[config.mk]
export PLATFORM = sky130hd
export DESIGN_NAME = spi_transmit
export DESIGN_NICKNAME = d
export VERILOG_FILES = /design/src/rtl/spi_pkg.sv /design/src/rtl/spi_sclk_gen.sv /design/src/rtl/spi_transmit.sv
export SDC_FILE = /design/constraint.sdc
export NUM_CORES = 1
export LEC_CHECK = 0
export CAP_MARGIN = 20
export CORE_MARGIN = 2
export CORE_UTILIZATION = 55
export DETAILED_ROUTE_END_ITERATION = 6
export MAX_ROUTING_LAYER = met4
export PLACE_DENSITY_LB_ADDON = 0.1
export SLEW_MARGIN = 40
export SYNTH_ARGS = -nofsm -noshare
export SYNTH_HDL_FRONTEND = slang
export SYNTH_SLANG_ARGS = --single-unit
[constraint.sdc]
create_clock -name clk_50 -period 3.2 [get_ports clk_50]
set_input_delay 0.32 -clock clk_50 [delete_from_list [all_inputs] [get_ports clk_50]]
set_output_delay 0.32 -clock clk_50 [all_outputs]
set_load 0.005 [all_outputs]
[src/rtl/spi_pkg.sv]
// Shared constants, state type and CRC helper for the SPI transmit path.
package spi_pkg;

  localparam int unsigned WORD_W = 16;
  localparam int unsigned ADDR_W = 15;

  localparam logic [15:0] CRC16_POLY = 16'h1021;
  localparam logic [15:0] CRC16_INIT = 16'hFFFF;

  typedef enum logic [1:0] {
    StIdle,
    StFetch,
    StShift,
    StTail
  } tx_state_t;

  // CRC-16-CCITT over one word, MSB first, no reflection.
  function automatic logic [WORD_W-1:0] crc16_word(input logic [WORD_W-1:0] crc,
                                                   input logic [WORD_W-1:0] data);
    logic [WORD_W-1:0] c;
    c = crc;
    for (int i = WORD_W - 1; i >= 0; i--) begin
      if (c[WORD_W-1] ^ data[i]) c = {c[WORD_W-2:0], 1'b0} ^ CRC16_POLY;
      else c = {c[WORD_W-2:0], 1'b0};
    end
    return c;
  endfunction

endpackage

[src/rtl/spi_sclk_gen.sv]
// SPI clock generator: sclk toggles every CLK_DIV cycles while enabled, idles low.
module spi_sclk_gen
#(
  parameter int unsigned CLK_DIV = 4
) (
  input  logic clk_50,
  input  logic reset,
  input  logic en,
  output logic sclk,
  output logic rise,
  output logic fall
);

  localparam int unsigned CntW = $clog2(CLK_DIV);

  logic [CntW-1:0] cnt_q;
  logic            phase_end;

  // Strobes are high in the cycle before the edge appears on sclk.
  assign phase_end = en && (cnt_q == CntW'(CLK_DIV - 1));
  assign rise      = phase_end && !sclk;
  assign fall      = phase_end && sclk;

  always_ff @(posedge clk_50) begin
    if (reset || !en) begin
      cnt_q <= '0;
      sclk  <= 1'b0;
    end else if (phase_end) begin
      cnt_q <= '0;
      sclk  <= ~sclk;
    end else begin
      cnt_q <= cnt_q + CntW'(1);
    end
  end

endmodule

[src/rtl/spi_transmit.sv]
// SPI mode-0 master transmitter streaming 16-bit words from a buffer, MSB first.
// Define SPI_TX_CRC_EN to append a CRC-16-CCITT word after the payload.
module spi_transmit
  import spi_pkg::*;
#(
  parameter int unsigned CLK_DIV = 4
) (
  input  logic              clk_50,
  input  logic              reset,
  input  logic              start,
  input  logic [WORD_W-1:0] word_count,
  output logic [ADDR_W-1:0] rd_addr,
  input  logic [WORD_W-1:0] rd_data,
  output logic              sclk,
  output logic              mosi,
  output logic              cs_n,
  output logic              busy,
  output logic              done,
  output logic [WORD_W-1:0] words_sent
);

  localparam int unsigned TailW = $clog2(CLK_DIV + 1);

  tx_state_t         state_q;
  logic [WORD_W-1:0] shreg_q;
  logic [WORD_W-1:0] hold_q;
  logic [3:0]        bit_cnt_q;
  logic [TailW-1:0]  tail_cnt_q;
  logic [WORD_W-1:0] count_q;
  logic [WORD_W:0]   sent_next;
  logic [WORD_W:0]   total_words;
  logic              rise;
  logic              fall;
  logic              sclk_en;
`ifdef SPI_TX_CRC_EN
  logic [WORD_W-1:0] crc_q;
`endif

  assign mosi      = shreg_q[WORD_W-1];
  assign sclk_en   = (state_q == StShift);
  assign sent_next = {1'b0, words_sent} + (WORD_W + 1)'(1);
`ifdef SPI_TX_CRC_EN
  assign total_words = {1'b0, count_q} + (WORD_W + 1)'(1);
`else
  assign total_words = {1'b0, count_q};
`endif

  spi_sclk_gen #(
    .CLK_DIV(CLK_DIV)
  ) u_sclk_gen (
    .clk_50(clk_50),
    .reset (reset),
    .en    (sclk_en),
    .sclk  (sclk),
    .rise  (rise),
    .fall  (fall)
  );

  always_ff @(posedge clk_50) begin
    if (reset) begin
      state_q    <= StIdle;
      shreg_q    <= '0;
      hold_q     <= '0;
      bit_cnt_q  <= '0;
      tail_cnt_q <= '0;
      count_q    <= '0;
      rd_addr    <= '0;
      cs_n       <= 1'b1;
      busy       <= 1'b0;
      done       <= 1'b0;
      words_sent <= '0;
`ifdef SPI_TX_CRC_EN
      crc_q      <= CRC16_INIT;
`endif
    end else begin
      done <= 1'b0;
      unique case (state_q)
        StIdle: begin
          if (start) begin
            words_sent <= '0;
            if (word_count == '0) begin
              done <= 1'b1;
            end else begin
              count_q <= word_count;
              rd_addr <= '0;
              cs_n    <= 1'b0;
              busy    <= 1'b1;
              state_q <= StFetch;
            end
          end
        end
        // rd_addr sits at 0 throughout idle, so word 0 is already on rd_data.
        StFetch: begin
          shreg_q   <= rd_data;
          rd_addr   <= rd_addr + ADDR_W'(1);
          bit_cnt_q <= '0;
          state_q   <= StShift;
`ifdef SPI_TX_CRC_EN
          crc_q     <= crc16_word(CRC16_INIT, rd_data);
`endif
        end
        StShift: begin
          // Prefetched word has been stable on rd_data well before the first rise.
          if (rise && bit_cnt_q == 4'd0) hold_q <= rd_data;
          if (fall) begin
            if (bit_cnt_q == 4'd15) begin
              bit_cnt_q  <= '0;
              words_sent <= sent_next[WORD_W-1:0];
              if (sent_next == total_words) begin
                tail_cnt_q <= '0;
                state_q    <= StTail;
              end
`ifdef SPI_TX_CRC_EN
              else if (sent_next == {1'b0, count_q}) begin
                shreg_q <= crc_q;
              end
`endif
              else begin
                shreg_q <= hold_q;
                rd_addr <= rd_addr + ADDR_W'(1);
`ifdef SPI_TX_CRC_EN
                crc_q   <= crc16_word(crc_q, hold_q);
`endif
              end
            end else begin
              bit_cnt_q <= bit_cnt_q + 4'd1;
              shreg_q   <= {shreg_q[WORD_W-2:0], 1'b0};
            end
          end
        end
        StTail: begin
          if (tail_cnt_q == TailW'(CLK_DIV)) begin
            state_q <= StIdle;
            cs_n    <= 1'b1;
            busy    <= 1'b0;
            done    <= 1'b1;
            rd_addr <= '0;
          end else begin
            tail_cnt_q <= tail_cnt_q + TailW'(1);
          end
        end
        default: state_q <= StIdle;
      endcase
    end
  end

endmodule
==> results.json, run 1 <==
{
  "timing.reg2reg.worst_path_depth": 9,
  "hold_path_startpoint": "reset",
  "crit_type": "flip-flop to flip-flop",
  "rows": 35,
  "hold_viol_final": 0,
  "clk-insertion-delay-late_ns": 0.36,
  "slew_headroom_pct": 57.4,
  "vias_per_cell": 5.99,
  "worst_slew_pin_slew_ns": 0.638,
  "drt_first_pass_iters": 5,
  "hold_path_depth": 2,
  "cts_repair_resized_insts": 0,
  "cellLeakagePower_uw": 0.00245,
  "mappedNetlistNets": 669,
  "postSynth.topFlopCell": "sky130_fd_sc_hd__dfxtp_1",
  "cts-htree-levels": 3,
  "floorplan.die.width_microns": 101,
  "antenna_violations_before_repair": 0,
  "initial_utilization_pct": 56.2,
  "rsz_0062_raised_after_global_routing": "false",
  "antennaDiodeCount": 0,
  "grt_pass1_wl_mm": 21.1,
  "detailedRoute.firstIterationViolations": 227,
  "status": "finished, final reports clean",
  "syn_avg_cell_area_sq_um": 8.28,
  "setup_violations": 0,
  "pre_cts_slack_ns": 0.223,
  "chipHeight_microns": 101,
  "gr-total-overflow": 0,
  "worst_hold_path_type": "primary input to flip-flop",
  "timing.critical_path.from": "words_sent[11]",
  "clock-skew-final_ns": 0.0110,
  "clock_sink_count": 94,
  "clock_tree.buffer_depth": 2,
  "timing.rr.start": "words_sent[11]",
  "design.portCount": 71,
  "placement.io_buffers": 70,
  "post-dp-hpwl_mm": 8.71,
  "ys_types": 56,
  "final_net_count": 720,
  "wl_mm": 12.5,
  "tritoncts": "yes",
  "setup_ws_ns": 0.218,
  "numCtsBuffers": 9,
  "max_cap_viol_count": 0,
  "wl_per_cell_microns": 15.8,
  "regToRegSetupSlack_ns": 0.22,
  "crit_fanout": 31,
  "via_count": 4738,
  "global_route.usage.total_pct": 26.4,
  "cts_hold_buffers": 0,
  "r2r_end": "shreg_q[0]",
  "die_area_sq_um": 10200,
  "placement.cell_area_sq_um": 5950,
  "synth_edf_count": 0,
  "drive_gt1_share_pct": 6.91,
  "irDropWorstVdd_v": 0.000368,
  "num-fill-cells": 793,
  "grt_start_max_net_pins": 62,
  "cts.reportedPaths.clkPinSlew_ns": 0.10,
  "cp.arrival_ns": 3.21,
  "cts.repair_timing.setup_buffer_count": 0,
  "cp_launch_type": "flip-flop",
  "synth_top_area_share_pct": 36.4,
  "wp_data_required_ns": 3.43,
  "root_buffer": "sky130_fd_sc_hd__clkbuf_8",
  "final_antenna_net_count": 0,
  "synth_top_cells_by_area": "sky130_fd_sc_hd__dfxtp_1 (36%), sky130_fd_sc_hd__mux2i_1 (10%), sky130_fd_sc_hd__nor2_1 (5.4%)",
  "min_period_over_period_pct": 93.2,
  "layout_min_cycle_time_ns": 2.98,
  "place_congestion": 0.914,
  "cellPowerDensity_nw_per_um2": 607,
  "grt_pass1_vias": 4447,
  "portion_of_the_post_synthesis_area_used_by_sequential_elements_pct": 36.4,
  "core_region_area_sq_um": 9200,
  "cell_type_contributing_the_most_total_cell_area_after_synthesis": "sky130_fd_sc_hd__dfxtp_1",
  "final_design_area_no_fill_sq_um": 6160,
  "syn_to_final_growth_pct": 19.2,
  "max_freq_mhz": 335,
  "mappedNetlistArea_sq_um": 5170,
  "yosys_register_bits": 94,
  "ys_async_sr_fraction_pct": 0,
  "detail_route.drc_violations": 0,
  "timing.setup.tns_ns": 0,
  "finalMaxSlewViolations": 0,
  "hold-path-endpoint": "hold_q[3]",
  "end_kind": "flip-flop",
  "synth.yosys.warnings": 0,
  "synth_cells": 624
}
==> worst max-delay path, stage by stage (launching register included) <==
cell,delay (ns)
sky130_fd_sc_hd__dfxtp_1,0.52
sky130_fd_sc_hd__nand4_1,0.28
sky130_fd_sc_hd__nor4b_1,0.43
sky130_fd_sc_hd__nand3_1,0.17
sky130_fd_sc_hd__a2111oi_2,0.43
sky130_fd_sc_hd__o2111ai_2,0.27
sky130_fd_sc_hd__o31ai_4,0.26
sky130_fd_sc_hd__buf_12,0.22
sky130_fd_sc_hd__mux2i_1,0.22
sky130_fd_sc_hd__nor2_1,0.05
==> kinds of logic after synthesis <==
kind of cell,after synthesis,share of synthesized area [%]
multiplexers,55,10.7
buffers and inverters,59,4.89
AO/OA/AOI/OAI,126,16.0
AND/OR/NAND/NOR,258,25.9
adder cells (fa/ha/maj),10,2.42
XOR/XNOR,22,3.73
flip-flops,94,36.4
==> routing by layer <==
| layer | wire length (microns) | GRT usage (%) |
|---|---|---|
| met2 | 5890 | 40.5 |
| met1 | 5760 | 35.5 |
| met4 | 318 | 10.2 |
| met3 | 504 | 3.47 |
| met5 | 0 | - |
==> final cells by class <==
type | count | area [sq um] | area share (%)
Clock buffer | 11 | 131 | 2.13
Clock inverter | 5 | 58.8 | 0.955
Inverter | 15 | 56.3 | 0.914
Multi-Input combinational cell | 471 | 3070 | 49.8
Sequential cell | 94 | 1880 | 30.6
Tap cell | 111 | 139 | 2.26
Timing Repair Buffer | 84 | 826 | 13.4
==> Yosys cell counts (2+ instances only) <==
| master | n |
|---|---|
| sky130_fd_sc_hd__or4_1 | 4 |
| sky130_fd_sc_hd__nand4_1 | 9 |
| sky130_fd_sc_hd__nor2_1 | 75 |
| sky130_fd_sc_hd__nand3_1 | 29 |
| sky130_fd_sc_hd__buf_4 | 5 |
| sky130_fd_sc_hd__nand2_1 | 51 |
| sky130_fd_sc_hd__o211a_1 | 2 |
| sky130_fd_sc_hd__clkbuf_2 | 2 |
| sky130_fd_sc_hd__ha_1 | 10 |
| sky130_fd_sc_hd__o21ai_0 | 19 |
| sky130_fd_sc_hd__mux2_2 | 2 |
| sky130_fd_sc_hd__inv_1 | 14 |
| sky130_fd_sc_hd__a21oi_1 | 52 |
| sky130_fd_sc_hd__o211ai_1 | 2 |
| sky130_fd_sc_hd__nand2b_1 | 12 |
| sky130_fd_sc_hd__a2111oi_2 | 2 |
| sky130_fd_sc_hd__nor4_4 | 2 |
| sky130_fd_sc_hd__and2_1 | 2 |
| sky130_fd_sc_hd__o2111ai_1 | 3 |
| sky130_fd_sc_hd__and3_1 | 11 |
| sky130_fd_sc_hd__or3_1 | 5 |
| sky130_fd_sc_hd__or2_2 | 3 |
| sky130_fd_sc_hd__nand4b_1 | 6 |
| sky130_fd_sc_hd__a211oi_1 | 4 |
| sky130_fd_sc_hd__buf_2 | 8 |
| sky130_fd_sc_hd__a211o_1 | 16 |
| sky130_fd_sc_hd__nand3b_1 | 14 |
| sky130_fd_sc_hd__buf_1 | 5 |
| sky130_fd_sc_hd__clkbuf_1 | 24 |
| sky130_fd_sc_hd__nand3_2 | 2 |
| sky130_fd_sc_hd__nor4_1 | 6 |
| sky130_fd_sc_hd__a31oi_1 | 10 |
| sky130_fd_sc_hd__mux2i_1 | 53 |
| sky130_fd_sc_hd__nor2b_1 | 4 |
| sky130_fd_sc_hd__nor4b_1 | 2 |
| sky130_fd_sc_hd__a21boi_0 | 3 |
| sky130_fd_sc_hd__xor2_1 | 10 |
| sky130_fd_sc_hd__nor3_1 | 17 |
| sky130_fd_sc_hd__o31ai_1 | 3 |
| sky130_fd_sc_hd__xnor2_1 | 12 |
| sky130_fd_sc_hd__dfxtp_1 | 94 |
==> worst max-delay path by stage <==
stage	endpoint	slack, ns	cells after the start
floorplan	shreg_q[0]	0.36	10
global placement	shreg_q[0]	0.33	9
detailed placement	shreg_q[0]	0.22	8
CTS	shreg_q[0]	0.18	8
global route	shreg_q[0]	0.03	9
finish	shreg_q[0]	0.22	9
==> flip-flops by register name, indices dropped and copies added (netlist names) <==
| signal | cells |
|---|---|
| bit_cnt_q | 4 |
| busy | 1 |
| count_q | 16 |
| cs_n | 1 |
| done | 1 |
| hold_q | 16 |
| rd_addr | 15 |
| shreg_q | 16 |
| state_q | 2 |
| tail_cnt_q | 3 |
| u_sclk_gen.cnt_q | 2 |
| u_sclk_gen.sclk | 1 |
| words_sent | 16 |
==> where the power goes <==
group          internal [uW]  total [uW]  switching, uW
Sequential              1340        1450            116
Clock                    364         789            425
Combinational            603        1500            895
Total                   2300        3740           1440
==> layout by cell type (no fill, tap or decap), types with 10 or more instances in the layout <==
cell	count
sky130_fd_sc_hd__and3_1	11
sky130_fd_sc_hd__dfxtp_1	94
sky130_fd_sc_hd__nand2_1	51
sky130_fd_sc_hd__nand2b_1	12
sky130_fd_sc_hd__clkdlybuf4s50_1	69
sky130_fd_sc_hd__nor2_1	75
sky130_fd_sc_hd__mux2i_1	53
sky130_fd_sc_hd__o21ai_0	19
sky130_fd_sc_hd__a21oi_1	52
sky130_fd_sc_hd__nand3b_1	14
sky130_fd_sc_hd__inv_1	14
sky130_fd_sc_hd__buf_4	12
sky130_fd_sc_hd__a211o_1	16
sky130_fd_sc_hd__xor2_1	10
sky130_fd_sc_hd__nand3_1	29
sky130_fd_sc_hd__ha_1	10
sky130_fd_sc_hd__nor3_1	16
sky130_fd_sc_hd__xnor2_1	12
==> metrics by stage <==
stage | total power [uW] | hold WS, ns | cells | utilization (%)
2_1_floorplan | 2550 | 0.407 | 624 | -
3_3_place_gp | 2910 | 0.415 | 775 | 64.6
3_5_place_dp | 2960 | 0.441 | 775 | 64.7
4_1_cts | 3740 | 0.438 | 791 | 66.8
5_1_grt | 4010 | 0.467 | 791 | 67.0
6_report | 3740 | 0.445 | 791 | 67.0
(Power assumes the default switching activity.)
==> inputs of run 2 (changes only) <==
--- a/config.mk
+++ b/config.mk
@@ -7,7 +7,7 @@
 export LEC_CHECK = 0
 export CAP_MARGIN = 20
 export CORE_MARGIN = 2
-export CORE_UTILIZATION = 55
+export CORE_UTILIZATION = 34
 export DETAILED_ROUTE_END_ITERATION = 6
 export MAX_ROUTING_LAYER = met4
 export PLACE_DENSITY_LB_ADDON = 0.1
==> run 2 against run 1 <==
- core utilization decreased by 24 points
- total power increased by 9.7%
- final cell count increased by 11%
- worst hold slack got worse by 0.0039 ns
- wire length increased by 10%
- first-iteration DRC count increased by 29%
- die area increased by 59%
- non-clock buffer count increased by 13
- critical endpoint is now rd_addr[14]
==> results.json, run 2 (synthesized netlist as in run 1, its figures left out) <==
{
  "cp_launch_type": "flip-flop",
  "finalMaxSlewViolations": 0,
  "internal-power_uw": 2580,
  "p_sw_share_pct": 37.2,
  "combPwrFrac_pct": 37.1,
  "worst_slew_pin_slew_ns": 0.691,
  "timing.setup.tns_ns": 0,
  "most_frequent_cells_in_the_layout": "sky130_fd_sc_hd__dfxtp_1 (94), sky130_fd_sc_hd__nor2_1 (75), sky130_fd_sc_hd__clkdlybuf4s50_1 (69), sky130_fd_sc_hd__mux2i_1 (53), sky130_fd_sc_hd__a21oi_1 (52)",
  "min_period_over_period_pct": 92.9,
  "setup_violations": 0,
  "global_route.usage.total_pct": 17.8,
  "grt_pass1_vias": 4539,
  "antenna_violations_before_repair": 0,
  "worst_hold_path_type": "flip-flop to flip-flop",
  "tritoncts": "yes",
  "slew_headroom_pct": 53.9,
  "power.net_switching_uw": 1530,
  "gr-total-overflow": 0,
  "die_area_sq_um": 16200,
  "crit_fanout": 25,
  "chipHeight_microns": 127,
  "timing.critical_path.slowest_stage_cell": "sky130_fd_sc_hd__or4b_1",
  "num-fill-cells": 1520,
  "cellLeakagePower_uw": 0.00257,
  "post-dp-hpwl_mm": 9.54,
  "clock_sink_count": 94,
  "numCtsBuffers": 9,
  "cts.repair_timing.setup_buffer_count": 0,
  "grt_start_max_net_pins": 64,
  "wl_per_cell_microns": 15.6,
  "layout_commonest_cell": "sky130_fd_sc_hd__dfxtp_1",
  "design.portCount": 71,
  "max_freq_mhz": 337,
  "rows": 45,
  "detail_route.drc_violations": 0,
  "clock_tree.buffer_depth": 2,
  "wp_data_required_ns": 3.48,
  "irDropWorstVdd_v": 0.000296,
  "place_congestion": 0.855,
  "syn_to_final_growth_pct": 24.9,
  "hold_viol_final": 0,
  "detailedRoute.firstIterationViolations": 292,
  "final_net_count": 733,
  "antennaDiodeCount": 0,
  "drive_gt1_share_pct": 8.66,
  "end_kind": "flip-flop",
  "timing.critical_path.slowest_cell_delay_ns": 0.46,
  "rsz_0062_raised_after_global_routing": "false",
  "max_cap_viol_count": 0,
  "wl_mm": 13.8,
  "initial_utilization_pct": 34.4,
  "via_count": 4719,
  "clock-skew-final_ns": 0.00897,
  "layout_min_cycle_time_ns": 2.97,
  "power_frac_seq_pct": 35.4,
  "status": "finished, final reports clean",
  "cellPowerDensity_nw_per_um2": 636,
  "grt_pass1_wl_mm": 22.7,
  "cts-htree-levels": 3,
  "final_antenna_net_count": 0,
  "vias_per_cell": 5.36,
  "total_power_uw": 4100,
  "crit_type": "flip-flop to flip-flop",
  "drt_first_pass_iters": 5,
  "crit_path_cell_trace": "ha_1 > nand4_1 > buf_4 > or3_1 > mux2_2 > o41ai_1 > buf_4 > a21boi_0 > a31oi_2 > buf_4 > or4b_1 > a31oi_1",
  "cts.reportedPaths.clkPinSlew_ns": 0.07,
  "root_buffer": "sky130_fd_sc_hd__clkbuf_16",
  "floorplan.die.width_microns": 127,
  "cp.arrival_ns": 3.25,
  "clk-insertion-delay-late_ns": 0.35,
  "core_region_area_sq_um": 15000,
  "placement.io_buffers": 70,
  "worst_hold_slack_ns": 0.441,
  "timing.critical_path.mode_cell": "sky130_fd_sc_hd__buf_4",
  "hold_path_depth": 1,
  "clock_power_share_pct": 27.5,
  "timing.reg2reg.worst_path_depth": 12
}
## run 2: cell count changes in the layout (fill, tap and decap cells not counted), moves of 2 or more
cell / change
sky130_fd_sc_hd__buf_4: +13
sky130_fd_sc_hd__clkbuf_16: +9
sky130_fd_sc_hd__clkbuf_8: -9
sky130_fd_sc_hd__clkbuf_1: -2
## run 2: path summary, 6_finish.rpt
path | start | to | slack (ns)
worst max register to register | words_sent[0] | rd_addr[14] | 0.23
worst min-delay path | u_sclk_gen.cnt_q[0] | u_sclk_gen.cnt_q[0] | 0.44
worst min register to register | u_sclk_gen.cnt_q[0] | u_sclk_gen.cnt_q[0] | 0.44
worst max-delay path | words_sent[0] | rd_addr[14] | 0.23
## run 2: routing by layer
metal / track usage, % / part of all wire (%)
met5: - / 0
met4: 4.91 / 1.4
met3: 4.19 / 3.8
met2: 29.5 / 49
met1: 21.7 / 46
## run 2: cell type report
class | count | area, sq um | share of cell area (%)
Clock buffer | 9 | 225 | 3.49
Clock inverter | 7 | 80.1 | 1.24
Tap cell | 188 | 235 | 3.64
Multi-Input combinational cell | 471 | 3050 | 47.3
Sequential cell | 94 | 1880 | 29.2
Timing Repair Buffer | 97 | 923 | 14.3
Inverter | 15 | 56.3 | 0.872
## run 2: power groups by stage
| stage | clock network [uW] | logic, uW | registers [uW] |
|---|---|---|---|
| global route | 1210 | 1700 | 1470 |
| CTS | 1160 | 1540 | 1450 |
| global placement | 0 | 1500 | 1480 |
| floorplan | 0 | 1110 | 1450 |
| finish | 1130 | 1520 | 1450 |
| detailed placement | 0 | 1530 | 1480 |
## run 2: through the flow
stage               cell area (sq um)  utilization, %  worst slack, ns  instances
finish                           6450            42.9            0.228        881
global route                     6450            42.9           0.0138        881
CTS                              6450            42.9            0.244        881
detailed placement               6140            40.9            0.261        865
global placement                 6140            40.8            0.318        865
floorplan                        5170               -            0.359        624
## run 2: worst max-delay path: cells and delay by family, from the launching register on
family,cells,cell delay (ns)
AND/OR/NAND/NOR,3,0.93
buffers and inverters,3,0.62
AO/OA/AOI/OAI,4,0.57
flip-flops,1,0.34
multiplexers,1,0.25
adder cells (fa/ha/maj),1,0.18
## run 2: what timing repair did
action                     CTS  global route
setup endpoints to repair    0            17
hold buffers                 0             0
gates resized for setup      0             1
==> inputs of run 3 (changes only) <==
==> constraint.sdc (replaced) <==
create_clock -name clk_50 -period 3.2 [get_ports clk_50]
set_input_delay 0.64 -clock clk_50 [delete_from_list [all_inputs] [get_ports clk_50]]
set_output_delay 0.64 -clock clk_50 [all_outputs]
set_load 0.01 [all_outputs]
==> run 3 against run 2 <==
- clock power fell by 8%
- clock skew fell by 0.0017 ns
- final area up 1.7%
- die area unchanged
- wire length about the same
- setup slack lost 0.023 ns
- worst hold slack better by 0.0028 ns
- clock-buffer cell count grew 1
- maximum frequency is 0.77% lower
- total power is 2.0% lower
- via count increased by 1.2%
- sequential cell count stayed put
- critical path type unchanged
==> results.json, run 3 (synthesized netlist as in run 1, its figures left out) <==
{
  "status": "finished, final reports clean",
  "layout_commonest_cell": "sky130_fd_sc_hd__dfxtp_1",
  "worst_slew_pin_slew_ns": 0.738,
  "initial_utilization_pct": 34.4,
  "clock_tree.buffer_depth": 2,
  "timing.reg2reg.worst_path_depth": 9,
  "cts-htree-levels": 3,
  "cts_hold_buffers": 0,
  "cts.reportedPaths.clkPinSlew_ns": 0.07,
  "end_kind": "flip-flop",
  "numCtsBuffers": 9,
  "placement.io_buffers": 70,
  "die_area_sq_um": 16200,
  "post-dp-hpwl_mm": 9.60,
  "storage_cell_area_sq_um": 1880,
  "antennaDiodeCount": 0,
  "worst_hold_path_type": "flip-flop to flip-flop",
  "most_frequent_cells_in_the_layout": "sky130_fd_sc_hd__dfxtp_1 (94), sky130_fd_sc_hd__nor2_1 (75), sky130_fd_sc_hd__clkdlybuf4s50_1 (69), sky130_fd_sc_hd__mux2i_1 (53), sky130_fd_sc_hd__a21oi_1 (52)",
  "vias_per_cell": 5.32,
  "detailedRoute.firstIterationViolations": 299,
  "place_congestion": 0.896,
  "cellLeakagePower_uw": 0.00265,
  "timing.critical_path.slowest_stage_cell": "sky130_fd_sc_hd__a31oi_4",
  "irDropWorstVdd_v": 0.000290,
  "hold_path_depth": 1,
  "wl_per_cell_microns": 15.3,
  "grt_pass1_vias": 4664,
  "chipHeight_microns": 127,
  "cts.repair_timing.setup_buffer_count": 0,
  "cts_repair_resized_insts": 0,
  "tritoncts": "yes",
  "hold_viol_final": 0,
  "layout_min_cycle_time_ns": 2.99,
  "max_freq_mhz": 334,
  "detail_route.drc_violations": 0,
  "min_period_over_period_pct": 93.6,
  "path_depth": 9,
  "cp_launch_type": "flip-flop",
  "design.portCount": 71,
  "p_sw_share_pct": 37.6,
  "antenna_violations_before_repair": 0,
  "clock_sink_count": 94,
  "clock-skew-final_ns": 0.00726,
  "syn_to_final_growth_pct": 27.0,
  "global_route.usage.total_pct": 18.0,
  "finalMaxSlewViolations": 0,
  "root_buffer": "sky130_fd_sc_hd__clkbuf_16",
  "cp.arrival_ns": 3.27,
  "dpl.cell_count": 882,
  "rsz_0062_raised_after_global_routing": "false",
  "worst_hold_slack_ns": 0.444,
  "clock_power_share_pct": 25.8,
  "final_antenna_net_count": 0,
  "power_frac_seq_pct": 36.0,
  "combPwrFrac_pct": 38.2,
  "wp_data_required_ns": 3.48,
  "num-fill-cells": 1482,
  "core_region_area_sq_um": 15000,
  "timing.critical_path.slowest_cell_delay_ns": 0.64,
  "crit_fanout": 25,
  "max_cap_viol_count": 0,
  "rows": 45,
  "via_count": 4774,
  "timing.critical_path.max_delay_family": "simple AND/OR/NAND/NOR gates",
  "grt_start_max_net_pins": 67,
  "grt_pass1_wl_mm": 22.8,
  "drt_first_pass_iters": 4,
  "fin_util_pct": 43.7,
  "slew_headroom_pct": 50.4,
  "clk-insertion-delay-late_ns": 0.35,
  "drive_gt1_share_pct": 10.6,
  "cp_num_buf_inv": 1,
  "final_cells": 898,
  "power.net_switching_uw": 1510,
  "crit_path_cell_trace": "ha_1 > nand4_1 > buf_4 > nor4_4 > xnor2_1 > a2111oi_2 > a31oi_4 > or4b_1 > a31oi_1",
  "gr-total-overflow": 0,
  "wl_mm": 13.8,
  "cellPowerDensity_nw_per_um2": 613,
  "crit_type": "flip-flop to flip-flop",
  "internal-power_uw": 2510,
  "final_net_count": 750,
  "multi_input_comb_area_sq_um": 3060,
  "setup_violations": 0,
  "floorplan.die.width_microns": 127
}
run 3: cell types whose count changed in the layout (fill, tap and decap cells not counted):
cell / change
sky130_fd_sc_hd__a31oi_2: -1
sky130_fd_sc_hd__nor3_2: -1
sky130_fd_sc_hd__clkbuf_1: +1
sky130_fd_sc_hd__clkinv_2: -1
sky130_fd_sc_hd__a31oi_4: +1
sky130_fd_sc_hd__clkinv_4: +1
sky130_fd_sc_hd__buf_4: +17
sky130_fd_sc_hd__nor3_1: +1
sky130_fd_sc_hd__bufinv_16: -1
run 3: power by group through the flow:
stage                     clock, uW  combinational [uW]  sequential (uW)
after floorplan                   0                1110             1460
after global placement            0                1520             1470
after detailed placement          0                1550             1480
after CTS                      1080                1560             1450
after global routing           1130                1720             1470
final                          1040                1540             1450
run 3: area by class of cell:
cell class	instances	area share, %
multi-input combinational	471	46.6
sequential	94	28.7
timing repair buffer	114	16.0
tap	188	3.58
clock buffer	10	3.49
inverter	15	0.858
clock inverter	6	0.820
run 3: metal layers:
metal  vias to the layer above  share of wire, %  global-route usage (%)  wire [microns]
met5                         -                 0                       -               0
met3                        19               3.4                    3.89             465
met1                      2273                45                    20.9            6170
li1                       2389                 -                       -               -
met2                        93                50                    30.7            6840
met4                         0               2.1                    6.46             290
run 3: worst reg2reg max path: stages, from the launching register on:
cell	delay [ns]
sky130_fd_sc_hd__dfxtp_1	0.34
sky130_fd_sc_hd__ha_1	0.17
sky130_fd_sc_hd__nand4_1	0.16
sky130_fd_sc_hd__buf_4	0.19
sky130_fd_sc_hd__nor4_4	0.38
sky130_fd_sc_hd__xnor2_1	0.27
sky130_fd_sc_hd__a2111oi_2	0.12
sky130_fd_sc_hd__a31oi_4	0.64
sky130_fd_sc_hd__or4b_1	0.50
sky130_fd_sc_hd__a31oi_1	0.16
run 3: per-stage QoR:
stage / setup TNS, ns / worst slack (ns) / power [uW] / area (sq um)
after floorplan: 0 / 0.312 / 2560 / 5170
after global placement: -0.165 / -0.165 / 3000 / 6270
after detailed placement: 0 / 0.0740 / 3030 / 6280
after CTS: 0 / 0.186 / 4090 / 6560
after global routing: 0 / 0.00968 / 4330 / 6560
final: 0 / 0.205 / 4020 / 6560
run 3: worst paths after layout:
kind	startpoint	end	slack (ns)
max	words_sent[0]	rd_addr[14]	0.21
min	u_sclk_gen.cnt_q[0]	u_sclk_gen.cnt_q[0]	0.44
max reg2reg	words_sent[0]	rd_addr[14]	0.21
min reg2reg	u_sclk_gen.cnt_q[0]	u_sclk_gen.cnt_q[0]	0.44
